**src/rtl/ccd_frame_sched.sv**
```systemverilog
// -----------------------------------------------------------------------------
// ccd_frame_sched
//
// Frame-acquisition scheduler between the CPU configuration/interrupt lines and
// ccd_top. It requests frames from ccd_top with low pulses on ccd_start_n, turns
// each ccd_top read-ready edge into a host interrupt, and returns the host ack
// to ccd_top as a fixed-width cpu_irq pulse. Supports single-shot, N-frame and
// continuous capture with a programmable inter-frame gap and a watchdog on the
// wait for frame data.
//
// Ports
//   clk, rst_n   system clock, synchronous active-low reset
//   arm          rising edge starts a capture sequence (config sampled here)
//   abort        level, forces the scheduler idle while high
//   continuous   1 = capture until abort, 0 = capture n_frames frames
//   n_frames     frames per sequence (0 behaves as 1)
//   gap_cycles   idle cycles between the end of an ack relay and the next start
//   ccd_rd_irq   ccd_top frame-ready (rising edge)
//   host_ack     CPU read-finished (rising edge)
//   ccd_start_n  active-low frame request to ccd_top, START_W cycles wide
//   ccd_cpu_irq  ack relay to ccd_top, ACK_W cycles wide
//   host_irq     frame-ready interrupt to the CPU, held until host_ack
//   busy         sequence in progress
//   done         one-cycle pulse on normal completion
//   err          sticky read-timeout flag
//   frame_cnt    frames completed in the current sequence (saturating)
//
// All outputs are registered and follow the controller state with one cycle of
// latency: an event seen at clock edge N shows on the outputs from edge N+1.
// abort is the exception and forces the outputs idle at the edge it is seen.
// -----------------------------------------------------------------------------
module ccd_frame_sched #(
   parameter int unsigned START_W  = 4,
   parameter int unsigned ACK_W    = 3,
   parameter int unsigned GAP_BITS = 24,
   parameter int unsigned TIMEOUT  = 24'd1000000,
   parameter int unsigned CNT_BITS = 16
) (
   input  logic                clk,
   input  logic                rst_n,
   input  logic                arm,
   input  logic                abort,
   input  logic                continuous,
   input  logic [CNT_BITS-1:0] n_frames,
   input  logic [GAP_BITS-1:0] gap_cycles,
   input  logic                ccd_rd_irq,
   input  logic                host_ack,
   output logic                ccd_start_n,
   output logic                ccd_cpu_irq,
   output logic                host_irq,
   output logic                busy,
   output logic                done,
   output logic                err,
   output logic [CNT_BITS-1:0] frame_cnt
);

   localparam int unsigned PW_MAX  = (START_W > ACK_W) ? START_W : ACK_W;
   localparam int unsigned PW_BITS = (PW_MAX > 1) ? $clog2(PW_MAX) : 1;
   localparam int unsigned TO_BITS = (TIMEOUT > 1) ? $clog2(TIMEOUT) : 1;

   typedef enum logic [2:0] {
      S_IDLE,
      S_START,
      S_WAIT_RD,
      S_WAIT_ACK,
      S_RELAY,
      S_GAP,
      S_ERR
   } state_t;

   state_t              state_q,    state_d;
   logic                arm_prev_q, arm_prev_d;
   logic                arm_ok_q,   arm_ok_d;
   logic                rd_prev_q,  rd_prev_d;
   logic                ack_prev_q, ack_prev_d;
   logic                cont_q,     cont_d;
   logic [CNT_BITS-1:0] nfr_q,      nfr_d;
   logic [GAP_BITS-1:0] gap_q,      gap_d;
   logic [PW_BITS-1:0]  pcnt_q,     pcnt_d;
   logic [GAP_BITS-1:0] gcnt_q,     gcnt_d;
   logic [TO_BITS-1:0]  tcnt_q,     tcnt_d;
   logic [CNT_BITS-1:0] fcnt_q,     fcnt_d;
   logic                err_st_q,   err_st_d;
   logic                fin_q,      fin_d;
   logic                start_n_q,  start_n_d;
   logic                cpu_irq_q,  cpu_irq_d;
   logic                host_irq_q, host_irq_d;
   logic                busy_q,     busy_d;
   logic                done_q,     done_d;
   logic                err_q,      err_d;
   logic [CNT_BITS-1:0] frame_cnt_q, frame_cnt_d;

   logic                arm_rise, rd_rise, ack_rise;
   logic [CNT_BITS-1:0] target;

   // arm_ok_q only becomes set once arm has been seen low after reset, so an
   // arm level held high through reset is not mistaken for a fresh rise.
   assign arm_rise = arm & ~arm_prev_q & arm_ok_q;
   assign rd_rise  = ccd_rd_irq & ~rd_prev_q;
   assign ack_rise = host_ack & ~ack_prev_q;
   assign target   = (nfr_q == '0) ? CNT_BITS'(1) : nfr_q;

   always_comb begin
      // NOTE: every signal written here gets a default first, so no path can
      // leave one unassigned and infer a latch.
      state_d    = state_q;
      arm_prev_d = arm;
      arm_ok_d   = arm_ok_q | ~arm;
      rd_prev_d  = ccd_rd_irq;
      ack_prev_d = host_ack;
      cont_d     = cont_q;
      nfr_d      = nfr_q;
      gap_d      = gap_q;
      pcnt_d     = pcnt_q;
      gcnt_d     = gcnt_q;
      tcnt_d     = tcnt_q;
      fcnt_d     = fcnt_q;
      err_st_d   = err_st_q;
      fin_d      = 1'b0;

      // Outputs reflect the state held before this edge.
      start_n_d   = (state_q != S_START);
      cpu_irq_d   = (state_q == S_RELAY);
      host_irq_d  = (state_q == S_WAIT_ACK);
      busy_d      = !(state_q inside {S_IDLE, S_ERR});
      done_d      = fin_q;
      err_d       = err_st_q;
      frame_cnt_d = fcnt_q;

      if (abort) begin
         // abort beats every event, including arm, and leaves err and the
         // frame count untouched.
         state_d    = S_IDLE;
         start_n_d  = 1'b1;
         cpu_irq_d  = 1'b0;
         host_irq_d = 1'b0;
         busy_d     = 1'b0;
         done_d     = 1'b0;
      end else begin
         unique case (state_q)
            S_IDLE, S_ERR: begin
               if (arm_rise) begin
                  cont_d   = continuous;
                  nfr_d    = n_frames;
                  gap_d    = gap_cycles;
                  fcnt_d   = '0;
                  err_st_d = 1'b0;
                  pcnt_d   = '0;
                  state_d  = S_START;
               end
            end
            S_START: begin
               if (pcnt_q == PW_BITS'(START_W - 1)) begin
                  tcnt_d  = '0;
                  state_d = S_WAIT_RD;
               end else begin
                  pcnt_d = pcnt_q + PW_BITS'(1);
               end
            end
            S_WAIT_RD: begin
               // A frame-ready edge in the expiry cycle still counts.
               if (rd_rise) begin
                  fcnt_d  = (fcnt_q == '1) ? fcnt_q : fcnt_q + CNT_BITS'(1);
                  state_d = S_WAIT_ACK;
               end else if (tcnt_q == TO_BITS'(TIMEOUT - 1)) begin
                  err_st_d = 1'b1;
                  state_d  = S_ERR;
               end else begin
                  tcnt_d = tcnt_q + TO_BITS'(1);
               end
            end
            S_WAIT_ACK: begin
               if (ack_rise) begin
                  pcnt_d  = '0;
                  state_d = S_RELAY;
               end
            end
            S_RELAY: begin
               if (pcnt_q == PW_BITS'(ACK_W - 1)) begin
                  if (!cont_q && (fcnt_q == target)) begin
                     fin_d   = 1'b1;
                     state_d = S_IDLE;
                  end else if (gap_q == '0) begin
                     pcnt_d  = '0;
                     state_d = S_START;
                  end else begin
                     gcnt_d  = '0;
                     state_d = S_GAP;
                  end
               end else begin
                  pcnt_d = pcnt_q + PW_BITS'(1);
               end
            end
            S_GAP: begin
               if (gcnt_q == gap_q - GAP_BITS'(1)) begin
                  pcnt_d  = '0;
                  state_d = S_START;
               end else begin
                  gcnt_d = gcnt_q + GAP_BITS'(1);
               end
            end
            default: state_d = S_IDLE;
         endcase
      end
   end

   always_ff @(posedge clk) begin
      // NOTE: state is updated with non-blocking assignments so every flop
      // samples the pre-edge values regardless of statement order.
      if (!rst_n) begin
         state_q     <= S_IDLE;
         arm_prev_q  <= 1'b0;
         arm_ok_q    <= 1'b0;
         rd_prev_q   <= 1'b0;
         ack_prev_q  <= 1'b0;
         cont_q      <= 1'b0;
         nfr_q       <= '0;
         gap_q       <= '0;
         pcnt_q      <= '0;
         gcnt_q      <= '0;
         tcnt_q      <= '0;
         fcnt_q      <= '0;
         err_st_q    <= 1'b0;
         fin_q       <= 1'b0;
         start_n_q   <= 1'b1;
         cpu_irq_q   <= 1'b0;
         host_irq_q  <= 1'b0;
         busy_q      <= 1'b0;
         done_q      <= 1'b0;
         err_q       <= 1'b0;
         frame_cnt_q <= '0;
      end else begin
         state_q     <= state_d;
         arm_prev_q  <= arm_prev_d;
         arm_ok_q    <= arm_ok_d;
         rd_prev_q   <= rd_prev_d;
         ack_prev_q  <= ack_prev_d;
         cont_q      <= cont_d;
         nfr_q       <= nfr_d;
         gap_q       <= gap_d;
         pcnt_q      <= pcnt_d;
         gcnt_q      <= gcnt_d;
         tcnt_q      <= tcnt_d;
         fcnt_q      <= fcnt_d;
         err_st_q    <= err_st_d;
         fin_q       <= fin_d;
         start_n_q   <= start_n_d;
         cpu_irq_q   <= cpu_irq_d;
         host_irq_q  <= host_irq_d;
         busy_q      <= busy_d;
         done_q      <= done_d;
         err_q       <= err_d;
         frame_cnt_q <= frame_cnt_d;
      end
   end

   assign ccd_start_n = start_n_q;
   assign ccd_cpu_irq = cpu_irq_q;
   assign host_irq    = host_irq_q;
   assign busy        = busy_q;
   assign done        = done_q;
   assign err         = err_q;
   assign frame_cnt   = frame_cnt_q;

endmodule

```
**config.mk**
```make
export PLATFORM = sky130hd
export DESIGN_NAME = ccd_frame_sched
export DESIGN_NICKNAME = d
export VERILOG_FILES = /design/src/rtl/ccd_frame_sched.sv
export SDC_FILE = /design/constraint.sdc
export NUM_CORES = 1
export LEC_CHECK = 0
export ABC_AREA = 1
export CORE_MARGIN = 10
export CORE_UTILIZATION = 50
export DETAILED_ROUTE_END_ITERATION = 16
export MAX_ROUTING_LAYER = met4
export PLACE_DENSITY_LB_ADDON = 0.08
export SYNTH_ARGS = -nofsm -noshare
export SYNTH_HDL_FRONTEND = slang
export SYNTH_SLANG_ARGS = --single-unit
```
**constraint.sdc**
```tcl
create_clock -name clk -period 2.5 [get_ports clk]
set_input_delay 0.25 -clock clk [delete_from_list [all_inputs] [get_ports clk]]
set_output_delay 0.25 -clock clk [all_outputs]
set_load 0.01 [all_outputs]
```
==> flow_summary.yaml <==
sta:
  fin_crit_sh_pct: 91.6
  maxSlewViolCount: 0
  clock_skew_ps: 8.98
  hold_violations: 0
  min_period_ps: 2290
  fmax_ghz: 0.437
  timing.setup.tns_ps: 0
  setup_repair_after_global_routing_missed_its_margin: "no"
  timing.max_slew.rel_slack_pct: 55.5
  setup-violations-final: 0
  timing_worst_slew_pin_value_ps: 661
floorplanning:
  die_w_um: 145
  die_h_um: 145
  dieArea_um2: 20900
  core_area_um2: 15200
  start_util_pct: 51.2
  core.rowCount: 45
  floorplan.io_pins: 69
logic_synthesis:
  syn-cell-area_um2: 7780
  number_of_synthesized_flops_with_an_enable_pin: 0
  synth_compound_gate_area_share_pct: 10.7
  synth_seq_area_share_pct: 34.5
  post-synth-top-area-cell: "sky130_fd_sc_hd__dfxtp_1"
  yosys-top-cells-area: "sky130_fd_sc_hd__dfxtp_1 (34%), sky130_fd_sc_hd__nand2_1 (14%), sky130_fd_sc_hd__nor2_1 (9.1%), sky130_fd_sc_hd__inv_1 (7.0%), sky130_fd_sc_hd__nand3_1 (5.1%)"
  synth_top_family_by_area: "simple AND/OR/NAND/NOR gates"
  netlist.area_leader.share_pct: 34.5
  synthCells: 1209
  synth-seq-cells: 134
  synthesis.nets: 1264
  ys.flop_type: "sky130_fd_sc_hd__dfxtp_1"
  synthAdderAreaFrac_pct: 1.29
  portion_of_netlist_area_occupied_by_mux_cells_pct: 0
  avgSynthCellArea_um2: 6.43
  xor_xnor_cell_area_share_of_the_yosys_netlist_pct: 5.74
  asyncSetResetFlopFracSynth_pct: 0
  synth_warnings: 0
  synth.lib_cells_used.distinct: 48
  synth_simple_gate_area_share_pct: 37.5
power:
  pwr_density_cell_nw_per_um2: 634
  comb_power_share_pct: 14.3
  intPower_mw: 4.41
  power_switching_mw: 1.54
  clock_power_share_pct: 48.0
  share_seq_of_total_power_pct: 37.7
  p_total_mw: 5.95
  total_leakage_power_nw: 3.99
  highest_ir_drop_seen_on_vdd_v: 0.000521
  swShare_pct: 25.9
setup_path:
  timing.critical_path.max_delay_family: "simple AND/OR/NAND/NOR gates"
  cp_bufs_invs: 1
  timing.critical_path.to_type: "flip-flop"
  worst_path_required_time_ps: 2870
  path_class: "flip-flop to flip-flop"
  startpoint_type: "flip-flop"
  cpMaxStageDelayCell: "sky130_fd_sc_hd__dfxtp_1"
  max_stage_delay_ps: 370
  crit_path_max_fanout: 5
  crit_arrival_ps: 2660
  worstPathCellList: "nor2_2, nand2_1, nor2_1, nand2_2, inv_2, nand2_1, nand2_1, nand2_1, nor2_1, nand2_1, nor2_1, nand2_1, nand2_1, nand2_1, nand2_1, nand2_1, nor2_1"
  critPathMostFrequentCell: "sky130_fd_sc_hd__nand2_1"
clocking:
  clk_tree_root_cell: "sky130_fd_sc_hd__clkbuf_16"
  clock_sink_count: 134
  cts_inserted_buffers: 17
  cts.hold.buffers_added: 0
  clk_transition_reported_paths_ps: 60
  cts_buffer_depth: 2
  cts_htree_levels: 4
  cts_tree: "done"
  clk-insertion-delay-late_ps: 430
routing:
  detail_route.wirelength_um: 21400
  via_count: 7722
  remaining_number_of_nets_flagged_by_the_antenna_check_after_routing: 0
  first_iter_violations: 513
  routed_via_density: 5.20
  route.detailed.drc: 0
  first_pass_iters: 5
  detail_route.wl_per_cell_um: 14.4
place:
  gpl.final_weighted_congestion: 0.940
  post_dp_cell_area_um2: 8700
  placement.io_buffers: 68
  place_hpwl_um: 16100
cells_and_area:
  final_cell_mix: "sky130_fd_sc_hd__nand2_1 (292), sky130_fd_sc_hd__nor2_1 (184), sky130_fd_sc_hd__inv_1 (144)"
  most_common_cell_after_layout_fill_and_taps_aside: "sky130_fd_sc_hd__nand2_1"
  syn_to_final_growth_pct: 20.8
  finish.net_count: 1341
  stdcell_area_um2: 9400
  drive_gt1_share_pct: 7.63
  num_antenna_cells: 0
global_route:
  first_global_vias: 7418
  antenna_violations_before_repair: 0
  grt_pass1_wl_um: 35300
  gr-usage-all-layers_pct: 21.6
  grt_start_max_net_pins: 62
  globalRoute.totalOverflow: 0
status:
  run_status: "finished clean"
flow_run:
  timing.max_cap.violations: 0
worst_hold_path:
  worstHoldPathType: "primary input to flip-flop"
## power groups by stage
stage | sequential (mW) | combinational, mW | clock (mW)
after floorplan | 2.27 | 0.609 | 0
after global placement | 2.29 | 0.828 | 0
after detailed placement | 2.29 | 0.834 | 0
after CTS | 2.24 | 0.839 | 2.91
after global routing | 2.25 | 0.980 | 3.00
final | 2.24 | 0.853 | 2.86
## cell usage after synthesis, drive strengths merged (2+ instances only)
library cell and count:
a22o 2, nand3 82, a21oi 80, nand4 29, nand3b 6, a211oi 2
o21ai 62, nor2 195, inv 153, clkbuf 18, o22ai 4, xor2 32
nor3b 4, nor4 11, ha 8, nor3 36, xnor2 19, nand2 297
buf 20, or2 4, and3 2, dfxtp 134
## kinds of logic after synthesis
| kind of cell | count (synthesis) |
|---|---|
| AOI/OAI and AO/OA | 157 |
| xor gates and xnor gates | 51 |
| adders and majority gates | 8 |
| buffers and inverters | 192 |
| DFF | 134 |
| and+or+nand+nor | 667 |
## flip-flops by register name (all words and copies together) (netlist names), 2 cells and up
| signal | cells |
|---|---|
| fcnt_q | 16 |
| gcnt_q | 24 |
| frame_cnt | 16 |
| pcnt_q | 2 |
| gap_q | 24 |
| tcnt_q | 20 |
| state_q | 3 |
| nfr_q | 16 |
## repair_timing
item	in CTS	in global routing
setup endpoints to repair	0	24
resized for setup	0	8
buffers inserted	0	1
## final timing paths
check	start	endpoint	slack [ps]	cells past startpoint
min	rst_n	pcnt_q[1]	140	3
max reg2reg	gap_q[7]	pcnt_q[0]	210	17
max	gap_q[7]	pcnt_q[0]	210	17
min reg2reg	fin_q	done	430	2
## per-stage QoR
step | hold WS (ps) | utilization, % | setup slack [ps] | std cells
floorplan | 343 | - | 413 | 1209
global placement | 427 | 57.2 | 142 | 1454
detailed placement | 430 | 57.2 | 102 | 1454
CTS | 126 | 61.6 | 154 | 1485
global route | 138 | 61.8 | 2.72 | 1486
finish | 143 | 61.8 | 210 | 1486
## routing by layer
layer | share of wire [%] | up-vias | wire length [µm] | track usage [%]
met1 | 46 | 3495 | 9780 | 25.5
li1 | - | 4019 | - | -
met2 | 48 | 176 | 10200 | 35.6
met4 | 2.3 | 0 | 498 | 7.77
met5 | 0 | - | 0 | -
met3 | 4.2 | 32 | 900 | 4.66
## final cells by class
cell class	count	area, µm²
Tap cell	188	235
Inverter	154	583
Fill cell	1507	5810
Timing Repair Buffer	96	915
Multi-Input combinational cell	883	4310
Clock inverter	12	224
Clock buffer	19	443
Sequential cell	134	2680
## worst min-delay path, delay by kind of cell
family / cells / cell delay [ps]
buf+inv: 1 / 160
simple gates: 2 / 110
Note: power is estimated with default switching activity, not from simulation.
